[src/rtl/alu_result_stage_pkg.sv]
// Shared definitions for the ALU result stage: data-path defaults, branch
// condition encodings and the condition-code record.
package alu_result_stage_pkg;

    localparam int DATA_W_DEF = 16;
    localparam int RD_W_DEF   = 3;
    localparam int DEPTH_DEF  = 2;

    typedef enum logic [2:0] {
        COND_ALWAYS = 3'd0,
        COND_EQ     = 3'd1,
        COND_NE     = 3'd2,
        COND_LT     = 3'd3,
        COND_GE     = 3'd4,
        COND_MI     = 3'd5,
        COND_VS     = 3'd6,
        COND_NEVER  = 3'd7
    } cond_e;

    typedef struct packed {
        logic z;
        logic v;
        logic n;
    } cc_t;

endpackage

[src/rtl/alu_result_stage_if.sv]
// ALU-side input and writeback-side output handshakes of the result stage.
interface alu_result_stage_if #(
    parameter int DATA_W = 16,
    parameter int RD_W   = 3
);
    logic              in_valid;
    logic              in_ready;
    logic [DATA_W-1:0] in_data;
    logic              in_z;
    logic              in_v;
    logic              in_n;
    logic [RD_W-1:0]   in_rd;
    logic              in_wen;
    logic              in_setcc;

    logic              out_valid;
    logic              out_ready;
    logic [DATA_W-1:0] out_data;
    logic [RD_W-1:0]   out_rd;
    logic              out_wen;

    // Environment side: drives ALU results and writeback acceptance.
    modport master (
        output in_valid, in_data, in_z, in_v, in_n, in_rd, in_wen, in_setcc,
        output out_ready,
        input  in_ready, out_valid, out_data, out_rd, out_wen
    );

    // Stage side.
    modport slave (
        input  in_valid, in_data, in_z, in_v, in_n, in_rd, in_wen, in_setcc,
        input  out_ready,
        output in_ready, out_valid, out_data, out_rd, out_wen
    );
endinterface

[src/rtl/alu_result_stage_cond_eval.sv]
// Branch condition evaluator: pure combinational decode of a condition
// select against a condition-code record; shared with the branch unit.
module cond_eval
    import alu_result_stage_pkg::*;
(
    input  cc_t        cc,
    input  logic [2:0] cond_sel,
    output logic       cond_true
);

    always_comb begin
        cond_true = 1'b0;
        case (cond_e'(cond_sel))
            COND_ALWAYS: cond_true = 1'b1;
            COND_EQ:     cond_true = cc.z;
            COND_NE:     cond_true = ~cc.z;
            COND_LT:     cond_true = cc.n ^ cc.v;
            COND_GE:     cond_true = ~(cc.n ^ cc.v);
            COND_MI:     cond_true = cc.n;
            COND_VS:     cond_true = cc.v;
            COND_NEVER:  cond_true = 1'b0;
            default:     cond_true = 1'b0;
        endcase
    end

endmodule

[src/rtl/alu_result_stage.sv]
// ALU result stage: 2-entry skid FIFO toward writeback, architectural
// condition-code register and branch condition output.
module alu_result_stage
    import alu_result_stage_pkg::*;
#(
    parameter int DATA_W = DATA_W_DEF,
    parameter int RD_W   = RD_W_DEF,
    parameter int DEPTH  = DEPTH_DEF
)(
    input  logic                clk,
    input  logic                rst_n,
    alu_result_stage_if.slave   bus,
    output logic                cc_z,
    output logic                cc_v,
    output logic                cc_n,
    input  logic [2:0]          cond_sel,
    output logic                cond_true
);

    localparam int         ENTRY_W = DATA_W + RD_W + 1;
    localparam logic [1:0] FULL    = 2'(DEPTH);

    logic [ENTRY_W-1:0] slot_reg [DEPTH];
    logic               wr_ptr_reg;
    logic               rd_ptr_reg;
    logic [1:0]         count_reg;
    logic [1:0]         count_next;
    logic               in_ready_reg;
    cc_t                cc_reg;

    logic               out_valid;
    logic               accept;
    logic               pop;
    logic [ENTRY_W-1:0] head;
    logic               cond_raw;

    assign out_valid = (count_reg != 2'd0);
    assign accept    = bus.in_valid & in_ready_reg;
    assign pop       = out_valid & bus.out_ready;

    always_comb begin
        count_next = count_reg;
        case ({accept, pop})
            2'b10:   count_next = count_reg + 2'd1;
            2'b01:   count_next = count_reg - 2'd1;
            default: count_next = count_reg;
        endcase
    end

    // in_ready is registered from the next count so it never depends
    // combinationally on out_ready.
    always_ff @(posedge clk or negedge rst_n) begin
        if (!rst_n) begin
            for (int i = 0; i < DEPTH; i++) begin
                slot_reg[i] <= '0;
            end
            wr_ptr_reg   <= 1'b0;
            rd_ptr_reg   <= 1'b0;
            count_reg    <= 2'd0;
            in_ready_reg <= 1'b0;
            cc_reg       <= '0;
        end else begin
            count_reg    <= count_next;
            in_ready_reg <= (count_next != FULL);
            if (accept) begin
                slot_reg[wr_ptr_reg] <= {bus.in_data, bus.in_rd, bus.in_wen};
                wr_ptr_reg           <= ~wr_ptr_reg;
                if (bus.in_setcc) begin
                    cc_reg <= '{z: bus.in_z, v: bus.in_v, n: bus.in_n};
                end
            end
            if (pop) begin
                rd_ptr_reg <= ~rd_ptr_reg;
            end
        end
    end

    assign head = slot_reg[rd_ptr_reg];

    always_comb begin
        bus.out_data = '0;
        bus.out_rd   = '0;
        bus.out_wen  = 1'b0;
        if (out_valid) begin
            bus.out_data = head[ENTRY_W-1 -: DATA_W];
            bus.out_rd   = head[RD_W:1];
            bus.out_wen  = head[0];
        end
    end

    assign bus.in_ready  = in_ready_reg;
    assign bus.out_valid = out_valid;

    assign cc_z = cc_reg.z;
    assign cc_v = cc_reg.v;
    assign cc_n = cc_reg.n;

    cond_eval u_cond_eval (
        .cc        (cc_reg),
        .cond_sel  (cond_sel),
        .cond_true (cond_raw)
    );

    // While held in reset only the unconditional select reports true.
    assign cond_true = rst_n ? cond_raw : (cond_sel == COND_ALWAYS);

endmodule

[src/flat_wrapper.sv]
// flat-port wrapper written by rule: the top's interface ports become plain ports
module alu_result_stage_flat import alu_result_stage_pkg::*;
#(
    parameter int DATA_W = DATA_W_DEF,
    parameter int RD_W   = RD_W_DEF,
    parameter int DEPTH  = DEPTH_DEF
)
  (clk, rst_n, cc_z, cc_v, cc_n, cond_sel, cond_true, bus_in_valid, bus_in_data, bus_in_z, bus_in_v, bus_in_n, bus_in_rd, bus_in_wen, bus_in_setcc, bus_out_ready, bus_in_ready, bus_out_valid, bus_out_data, bus_out_rd, bus_out_wen);
  alu_result_stage_if #(.DATA_W(DATA_W), .RD_W(RD_W)) bus_i ();
  input  logic clk;
  input  logic rst_n;
  output logic cc_z;
  output logic cc_v;
  output logic cc_n;
  input  logic [2:0] cond_sel;
  output logic cond_true;
  input wire logic [$bits(bus_i.in_valid)-1:0] bus_in_valid;
  input wire logic [$bits(bus_i.in_data)-1:0] bus_in_data;
  input wire logic [$bits(bus_i.in_z)-1:0] bus_in_z;
  input wire logic [$bits(bus_i.in_v)-1:0] bus_in_v;
  input wire logic [$bits(bus_i.in_n)-1:0] bus_in_n;
  input wire logic [$bits(bus_i.in_rd)-1:0] bus_in_rd;
  input wire logic [$bits(bus_i.in_wen)-1:0] bus_in_wen;
  input wire logic [$bits(bus_i.in_setcc)-1:0] bus_in_setcc;
  input wire logic [$bits(bus_i.out_ready)-1:0] bus_out_ready;
  output wire logic [$bits(bus_i.in_ready)-1:0] bus_in_ready;
  output wire logic [$bits(bus_i.out_valid)-1:0] bus_out_valid;
  output wire logic [$bits(bus_i.out_data)-1:0] bus_out_data;
  output wire logic [$bits(bus_i.out_rd)-1:0] bus_out_rd;
  output wire logic [$bits(bus_i.out_wen)-1:0] bus_out_wen;
  assign bus_i.in_valid = bus_in_valid;
  assign bus_i.in_data = bus_in_data;
  assign bus_i.in_z = bus_in_z;
  assign bus_i.in_v = bus_in_v;
  assign bus_i.in_n = bus_in_n;
  assign bus_i.in_rd = bus_in_rd;
  assign bus_i.in_wen = bus_in_wen;
  assign bus_i.in_setcc = bus_in_setcc;
  assign bus_i.out_ready = bus_out_ready;
  assign bus_in_ready = bus_i.in_ready;
  assign bus_out_valid = bus_i.out_valid;
  assign bus_out_data = bus_i.out_data;
  assign bus_out_rd = bus_i.out_rd;
  assign bus_out_wen = bus_i.out_wen;
  alu_result_stage #(.DATA_W(DATA_W), .RD_W(RD_W), .DEPTH(DEPTH)) u_core (.clk(clk), .rst_n(rst_n), .bus(bus_i), .cc_z(cc_z), .cc_v(cc_v), .cc_n(cc_n), .cond_sel(cond_sel), .cond_true(cond_true));
endmodule
[config.mk]
export PLATFORM = sky130hd
export DESIGN_NAME = alu_result_stage_flat
export DESIGN_NICKNAME = d
export VERILOG_FILES = /design/src/rtl/alu_result_stage_pkg.sv /design/src/rtl/alu_result_stage_if.sv /design/src/rtl/alu_result_stage_cond_eval.sv /design/src/rtl/alu_result_stage.sv /design/src/flat_wrapper.sv
export SDC_FILE = /design/constraint.sdc
export NUM_CORES = 1
export LEC_CHECK = 0
export ABC_AREA = 1
export CORE_MARGIN = 2
export CORE_UTILIZATION = 53
export CTS_CLUSTER_SIZE = 30
export DETAILED_ROUTE_END_ITERATION = 12
export GPL_TIMING_DRIVEN = 0
export PLACE_DENSITY_LB_ADDON = 0.2
export REMOVE_ABC_BUFFERS = 1
export SYNTH_ARGS = -nofsm -noshare
export SYNTH_HDL_FRONTEND = slang
export SYNTH_SLANG_ARGS = --single-unit
[constraint.sdc]
create_clock -name clk -period 4.7 [get_ports clk]
set_input_delay 0.94 -clock clk [delete_from_list [all_inputs] [get_ports clk]]
set_output_delay 0.94 -clock clk [all_outputs]
set_load 0.01 [all_outputs]
Yosys cells after proc, flatten, opt, wreduce, memory -nomap -nowiden:

Cells that the tools add are included.

* bits in latches: 0
* memories kept: 0
* flip-flop bits (word level): 48
* bits in read-only memories: 0
* bits in writable memories: 0
* logic and storage cells: 49
* input bits: 31

* eq/ne operators: 10
* multiply operators: 0
* bitwise operators: 9
* reduce and logical (&&, ||, !) cells: 4
* add/subtract/negate cells: 2
* shift-type cells: 0
* divide/modulo/power cells: 0
* order comparisons: 3
* mux-type cells: 12

Operators by type and width (count)
* $mux 20: 4
* $bwmux 40: 1
* $demux 20 s1: 1
* $mux 16: 1
* $eq 3x3->1 const B: 4
* $pmux 1 s8: 1
* $eq 3x2->1 const B: 2
* $ge 2x2->1 const B: 2
* $not 1->1: 4
* $not 1->2: 2
* $pmux 2 s2: 1
* $eq 3x1->1 const B: 1
* $logic_not 3->1: 1
* $mux 3: 1
* $add 2x1->2 const B: 1
* $and 1x1->1: 2
* $eq 2x1->1 const B: 1
* $eq 2x2->1 const B: 1
* $lt 2x1->1 const B: 1
* $mux 1: 2
* $ne 2x2->1 const B: 1
* $reduce_and 2->1: 1
* $reduce_bool 2->1: 1
* $sub 2x1->2 const B: 1
* other kinds (2): 2

Logic depth before layout (Yosys ltp):

Gate-level depths: netlist of run 1.

* word-level depth: 6
* gate-level depth with buffers: 8

Modules after synthesis:

Synthesis of run 1 repeated with hierarchy kept, for this count alone.

* cells, all modules: 285
* area, all modules: 2332.2 µm²

By module, submodules not included
* alu_result_stage: instances 1, cells each 262, area each 2237.1 µm²
* cond_eval: instances 1, cells each 23, area each 95.1 µm²

Worst setup path after synthesis of run 1:

No wires, ideal clock.

* kind: in2out
* start: input cond_sel[0]
* end: output cond_true
* path slack: 2.403 ns
* stages on the path: 8
* data required time: 3.760 ns
* data arrival time: 1.357 ns
* cell sequence: inv_1 nand2_1 nand2_1 nor2_1 nand2_1 nand2_1 nand2_1 nand2_1

* cells in the longest elaborated chain, start to end: 3
* elaborated cells between the ends (all ways): 10

RTL lines
* start: declaration: line flat_wrapper.sv:15 `input logic [2:0] cond_sel;`
* $eq 3x3->1, or another cell as far along: line alu_result_stage_cond_eval.sv:13 `case (cond_e'(cond_sel))`
* $pmux 1 s8: line alu_result_stage_cond_eval.sv:13
* $mux 1 (*): line alu_result_stage.sv:105 `assign cond_true = rst_n ? cond_raw : (cond_sel == COND_ALWAYS);`
* end: declaration: line flat_wrapper.sv:16 `output logic cond_true;`

Every way passes the cells marked *; elsewhere a longest branch is shown, timed or not.

Worst setup path in the final report of run 1:

* start: register u_core.rd_ptr_reg
* end: output bus_out_rd[2]

* cells in the longest elaborated chain, start to end: 5

RTL lines
* start: declaration: line alu_result_stage.sv:25 `logic rd_ptr_reg;`
* start signal: assignment: line alu_result_stage.sv:73 `rd_ptr_reg <= ~rd_ptr_reg;`
* $not 1->2 (implied by the code): line alu_result_stage.sv:78 `assign head = slot_reg[rd_ptr_reg];`
* $mux 20 (implied by the code) (3 in a row): line alu_result_stage.sv:78
* $mux 3: line alu_result_stage.sv:84 `if (out_valid) begin`
* end: declaration: line flat_wrapper.sv:29 `output wire logic [$bits(bus_i.out_rd)-1:0] bus_out_rd;`

No other way between the ends. The select of a mux whose other input is x is not followed.

==> metrics, run 1 <==
status=finished, final reports clean; cell area after layout=roughly 3000 um2; Cell Area, Placed=roughly 2900 um2; Final Hold Fails=0; gpl congestion=0.758; Reg area=1200 um2; Max Clk Rate=290 MHz; Crit path max-delay family=buffers and inverters; clock sinks=48; hold_buf cts=0; clk slew on worst S/H paths=~80 ps; area of the multi-input gates=approximately 900 um2; largest net degree at the start of global routing=42; Post-Synthesis Cells=between 200 and 300; Pleak=approximately 1.4 nW; max FFs per register=40; initial core utilization=0.562; vias per cell=4.96; ant diodes=0; CTS root buffer=clkbuf_8; die area=4880 um2; critical path endpoint category=primary output; clk_lat worst skew=approximately 300 ps; Cells after DPL=371; Setup TNS=0 ps; synthesized-area fraction occupied by adder cells=0.00544; max-capacitance violation count=0; share of cells above drive strength 1=0.106; Tightest Pin Transition=about 1200 ps; reg2reg start=u_core.bus.in_ready; main combinational cell family by area after synthesis=simple AND/OR/NAND/NOR gates; CTS Buf Count=5; maximum root-to-sink buffer count=2; post-route setup slack=1250 ps; CP max FO=22; Pre-antenna DRT Iters=4; Filler Cell Count=about 360; initial antenna violation count=0; CP Class=flop to primary output; switching power=~0.73 mW; min-delay src=u_core.slot_reg[22]; Post-Synth Simple-Gate Area=0.194; buffers added on ports=56; Synth cell types=18; Final nets=360; CP startpoint kind=flop; post-layout minimum cycle time=between 3000 and 4000 ps; Crit path largest cell delay=roughly 680 ps; VDD IR max=368 uV; sequential cell area fraction in the yosys report=0.523; DR DRC count=0; critical path arrival=around 2500 ps; path depth of the worst reg2reg path=4; Buf/Inv on CP=2; r2r setup slk=between 2000 and 3000 ps; yosys warns=0; area grow syn2layout=28.2%; Worst Hold End=u_core.slot_reg[22]; die width=approximately 70 um; worst path required time=3760 ps; Via Count=roughly 1900; Compound-Gate Fraction of Synth Area=0.174; hpwl dp=~3 mm; Initial DRC Count=88; mux cell area share after synthesis=0; pre-CTS setup slack=1300 ps; Synth Area per Inst=8.27 um2; ANT nets after route=0; XOR/XNOR Fraction of Synth Area=0.0114; sw frac=0.383; vias in the first global route=about 1800; Post-Layout Cell Count=approximately 380; Slew HR=0.216; P per Cell Area=roughly 650 nW/um2; wire per inst=11.9 um; Synth Register Bits=48; grt ovf=0; Post-Route WL=~4.5 mm; first-pass GRT wire length=approximately 8 mm; Hold Path Depth=2; Ports=57; Chip Height=around 70 um; mapped cell area=roughly 2300 um2; # Post-CTS Setup Buffers=0; Final Cycle Share=0.733; RSZ-0062 raised after global routing=no; Power Internal=~1.2 mW; Logic pwr share=0.482; Worst Skew=about 6.3 ps; Setup-failing EPs final=0; CTS tree=yes; Site Rows=23; cells along the critical path=inv_1, nand2_1, a21oi_1, clkdlybuf4s50_1; Std-Cell Core Area=between 4000 and 5000 um2; HP Class=flop to flop; Worst Hold Margin=487 ps; sequential group share of total power=0.388; CTS H-tree lvls=2; FF-to-FF End=u_core.slot_reg[0]; Max stage delay cell, worst path=dfrtp_1; max-slew violations=0; Clock Power Share=0.130; post-cts sizing count=0; overall global routing resource usage=0.204
==> synthesized netlist by cell type <==
master,instances,area share
or2_2,1,0.0027
or2_1,1,0.0027
a21oi_1,24,0.052
xnor2_1,2,0.0076
o21ai_2,20,0.076
nand3_1,2,0.0044
nor2_1,9,0.015
buf_6,5,0.024
inv_1,30,0.049
dfrtp_1,48,0.52
nand2_2,1,0.0027
nand2_1,102,0.17
buf_1,1,0.0016
ha_1,1,0.0054
buf_2,5,0.011
o21ai_0,21,0.046
clkbuf_1,4,0.0065
xor2_1,1,0.0038
==> worst min-delay path, cell delays in order, from the launching register on <==
cell and delay [ps]:
dfrtp_1 350, nand2_1 60, o21ai_2 50
==> worst max-delay path by stage <==
stage,cells after the start,endpoint,startpoint,slack (ps)
final,4,bus_out_rd[2],u_core.rd_ptr_reg,1250
after global routing,4,bus_out_data[8],u_core.rd_ptr_reg,1100
after CTS,4,bus_out_rd[2],u_core.rd_ptr_reg,1200
after detailed placement,10,cond_true,cond_sel[0],1300
after global placement,4,cond_true,rst_n,30
after floorplan,4,u_core.slot_reg[20],bus_in_valid,2380
==> final cells by class <==
class                           instances  share of cell area
Timing Repair Buffer                   58               0.200
Multi-Input combinational cell        185               0.301
Sequential cell                        48               0.408
Clock inverter                          2             0.00340
Inverter                               30              0.0382
Clock buffer                            6              0.0280
Tap cell                               50              0.0212
==> per-stage QoR <==
step | power [mW] | utilization
final | 1.91 | 0.721
after floorplan | 1.24 | -
after global routing | 2.07 | 0.721
after global placement | 1.64 | 0.690
after CTS | 1.94 | 0.721
after detailed placement | 1.68 | 0.698
==> power by group through the flow <==
| stage | Combinational [mW] | Clock (mW) | Sequential (mW) |
|---|---|---|---|
| detailed placement | 0.931 | 0 | 0.750 |
| global placement | 0.898 | 0 | 0.739 |
| finish | 0.923 | 0.248 | 0.743 |
| CTS | 0.937 | 0.256 | 0.742 |
| global route | 1.03 | 0.272 | 0.771 |
| floorplan | 0.520 | 0 | 0.719 |
==> cell usage in the layout (no fill, tap or decap), types with 6 or more instances in the layout <==
| cell | Yosys | routed |
|---|---|---|
| o21ai_2 | 20 | 20 |
| o21ai_0 | 21 | 21 |
| a21oi_1 | 24 | 24 |
| clkbuf_8 | 0 | 6 |
| clkdlybuf4s50_1 | 0 | 55 |
| inv_1 | 30 | 30 |
| nor2_1 | 9 | 8 |
| dfrtp_1 | 48 | 48 |
| nand2_1 | 102 | 102 |
==> layer usage <==
metal,up-vias,track usage,share of wire
met5,-,0,0
met4,0,0.0641,0.014
met3,7,0.0519,0.053
met2,44,0.359,0.49
met1,867,0.245,0.44
li1,963,-,-
==> cells by family (layout without fill, tap and decap cells) <==
group | count (synthesis) | in the layout
and+or+nand+nor | 116 | 116
AOI/OAI and AO/OA | 65 | 65
DFF | 48 | 48
buffers and inverters | 45 | 96
xor gates and xnor gates | 3 | 3
adders and majority gates | 1 | 1
(Power assumes the default switching activity.)
==> run 2, diff against run 1 <==
--- a/config.mk
+++ b/config.mk
@@ -7,7 +7,7 @@
 export LEC_CHECK = 0
 export ABC_AREA = 1
 export CORE_MARGIN = 2
-export CORE_UTILIZATION = 53
+export CORE_UTILIZATION = 44
 export CTS_CLUSTER_SIZE = 30
 export DETAILED_ROUTE_END_ITERATION = 12
 export GPL_TIMING_DRIVEN = 0
==> constraint.sdc (replaced) <==
create_clock -name clk -period 2.8 [get_ports clk]
set_input_delay 0.56 -clock clk [delete_from_list [all_inputs] [get_ports clk]]
set_output_delay 0.56 -clock clk [all_outputs]
set_load 0.01 [all_outputs]
==> metrics, run 2 (same netlist as run 1, synthesis figures left out) <==
status=finished, final reports clean (unchanged); cell area after layout=3010 um2 (was 2950 um2); die area=5820 um2 (was 4880 um2); Filler Cell Count=489 (was 358); Std-Cell Core Area=5070 um2 (was 4090 um2); Max Clk Rate=about 380 MHz; Ports=57 (unchanged); area grow syn2layout=31.0% (was 28.2%); Final Hold Fails=0 (unchanged); Cells after DPL=392 (was 371); HP Class=input pin to asynchronous set/reset pin (was flop to flop); Top Metal Used=met4 (unchanged); wire per inst=11.3 um (was 11.9 um); overall global routing resource usage=0.165 (was 0.204); Initial DRC Count=138 (was 88); Worst Skew=7.84 ps (was 6.27 ps); gpl congestion=0.707 (was 0.758); critical path arrival=2110 ps (was 2510 ps); P per Cell Area=1080 nW/um2 (was 650 nW/um2); Chip Height=76.3 um (was 69.9 um); Site Rows=26 (was 23); vias per cell=4.65 (was 4.96); grt ovf=0 (unchanged); CP max FO=23 (was 22); CTS root buffer=clkbuf_8 (unchanged); VDD IR max=537 uV (was 368 uV); critical path endpoint category=primary output (unchanged); Final Cycle Share=0.952; hpwl dp=2.94 mm (was 2.99 mm); share of cells above drive strength 1=0.112 (was 0.106); Setup TNS=0 ps (unchanged); hold_buf cts=0 (unchanged); CTS Buf Count=5 (unchanged); CTS tree=yes (unchanged); ANT nets after route=0 (unchanged); Via Count=1866 (was 1881); max FFs per register=40 (unchanged); Pleak=1.44 nW (was 1.42 nW); Post-Layout Cell Count=401 (was 379); maximum root-to-sink buffer count=2 (unchanged); Slew HR=0.205 (was 0.216); Final nets=362 (was 360); post-layout minimum cycle time=2670 ps; Post-Route WL=4.54 mm (was 4.51 mm); Pre-antenna DRT Iters=5 (was 4); Cell Area, Placed=2910 um2 (was 2850 um2); pre-CTS setup slack=14.3 ps (was 1300 ps); first-pass GRT wire length=7.75 mm (was 7.99 mm); max-capacitance violation count=0 (unchanged); Max stage delay cell, worst path=dfrtp_2 (was dfrtp_1); RSZ-0062 raised after global routing=no (unchanged); buffers added on ports=56 (unchanged); Setup-failing EPs final=0 (unchanged); Metal-1 WL=2.17 mm (was 1.99 mm); Crit path largest cell delay=710 ps (was 680 ps); post-route setup slack=134 ps (was 1250 ps); CP startpoint=u_core.rd_ptr_reg (unchanged); CTS H-tree lvls=2 (unchanged); clk slew on worst S/H paths=80 ps (about the same); largest net degree at the start of global routing=41 (was 42); met3 WL=236 um (was 240 um); clk_lat worst skew=290 ps (was 300 ps); Tightest Pin Transition=1190 ps (was 1170 ps); CP Class=flop to primary output (unchanged); die width=76.3 um (was 69.9 um); ant diodes=0 (unchanged); reg2reg start=u_core.bus.in_ready (unchanged); commonest non-fill, non-tap cell in the layout=nand2_1 (unchanged); most frequent cells in the layout=nand2_1, clkdlybuf4s50_1, dfrtp_1 (unchanged); met2 wire length=2.11 mm (was 2.22 mm); cells along the critical path=clkinvlp_4, nand2_1, a21oi_1, clkdlybuf4s50_1 (was inv_1, nand2_1, a21oi_1, clkdlybuf4s50_1); initial antenna violation count=0 (unchanged); worst path required time=2240 ps (was 3760 ps); initial core utilization=0.453 (was 0.562); clock sinks=48 (unchanged); vias in the first global route=1715 (was 1792); DR DRC count=0 (unchanged); max-slew violations=0 (unchanged); CP startpoint kind=flop (unchanged)
-- run 2: changes by cell type in the layout (fill, tap and decap cells not counted) --
cell and change:
dfrtp_1 -1, clkinvlp_4 +2, dlymetal6s2s_1 +1, clkbuf_1 +2, buf_16 +1, clkinv_2 -2, inv_1 -1, dfrtp_2 +1
clkdlybuf4s50_1 -1
-- run 2: path summary, 6_finish.rpt --
check | to | slack, ps | cells after the start
worst max-delay path | bus_out_data[9] | 130 | 4
worst min-delay path | u_core.slot_reg[11] | 270 | 1
worst max register to register | u_core.slot_reg[7] | 1020 | 4
worst min register to register | u_core.slot_reg[39] | 480 | 2
max in group asynchronous | u_core.slot_reg[26] | 1990 | 2
min in group clk | u_core.slot_reg[39] | 480 | 2
-- run 2: worst max-delay path: cells and delay by family (launching register included) --
kind                   cells  cell delay, ps
AOI/OAI and AO/OA          1              70
buffers and inverters      2             880
DFF                        1             710
and+or+nand+nor            1             130
-- run 2: repair_timing --
item / 4_1_cts / 5_1_grt
endpoints found under the hold margin: 0 / 0
gates cloned: 1 / 0
setup endpoints to repair: 20 / 1
gates resized for setup: 3 / 1
buffers inserted: 0 / 0
-- run 2: final cells by class --
class | count | area [um2] | share of cell area
inverter | 30 | 116 | 0.0386
timing repair buffer | 59 | 621 | 0.206
timing repair inverter | 1 | 7.51 | 0.00249
tap | 70 | 87.6 | 0.0291
sequential | 48 | 1200 | 0.399
multi-input combinational | 185 | 887 | 0.295
clock buffer | 8 | 90.1 | 0.0299
-- run 2: per-layer routing --
| layer | up-vias | track usage |
|---|---|---|
| met3 | 2 | 0.0391 |
| li1 | 968 | - |
| met5 | - | 0 |
| met1 | 848 | 0.218 |
| met4 | 0 | 0.0545 |
| met2 | 48 | 0.270 |
-- run 2: power breakdown --
part           switching, mW  leakage [nW]  internal, mW  total (mW)
clock                  0.211        0.0455         0.202       0.412
combinational          0.785         0.804         0.787        1.57
sequential             0.238         0.588          1.02        1.26
total                   1.23          1.44          2.01        3.24
-- run 2: metrics by stage --
stage | total power [mW] | hold slack (ps) | utilization
after detailed placement | 2.84 | 468 | 0.573
after global placement | 2.77 | 464 | 0.561
after global routing | 3.51 | 300 | 0.593
after floorplan | 2.08 | 264 | -
after CTS | 3.28 | 280 | 0.593
final | 3.24 | 271 | 0.593
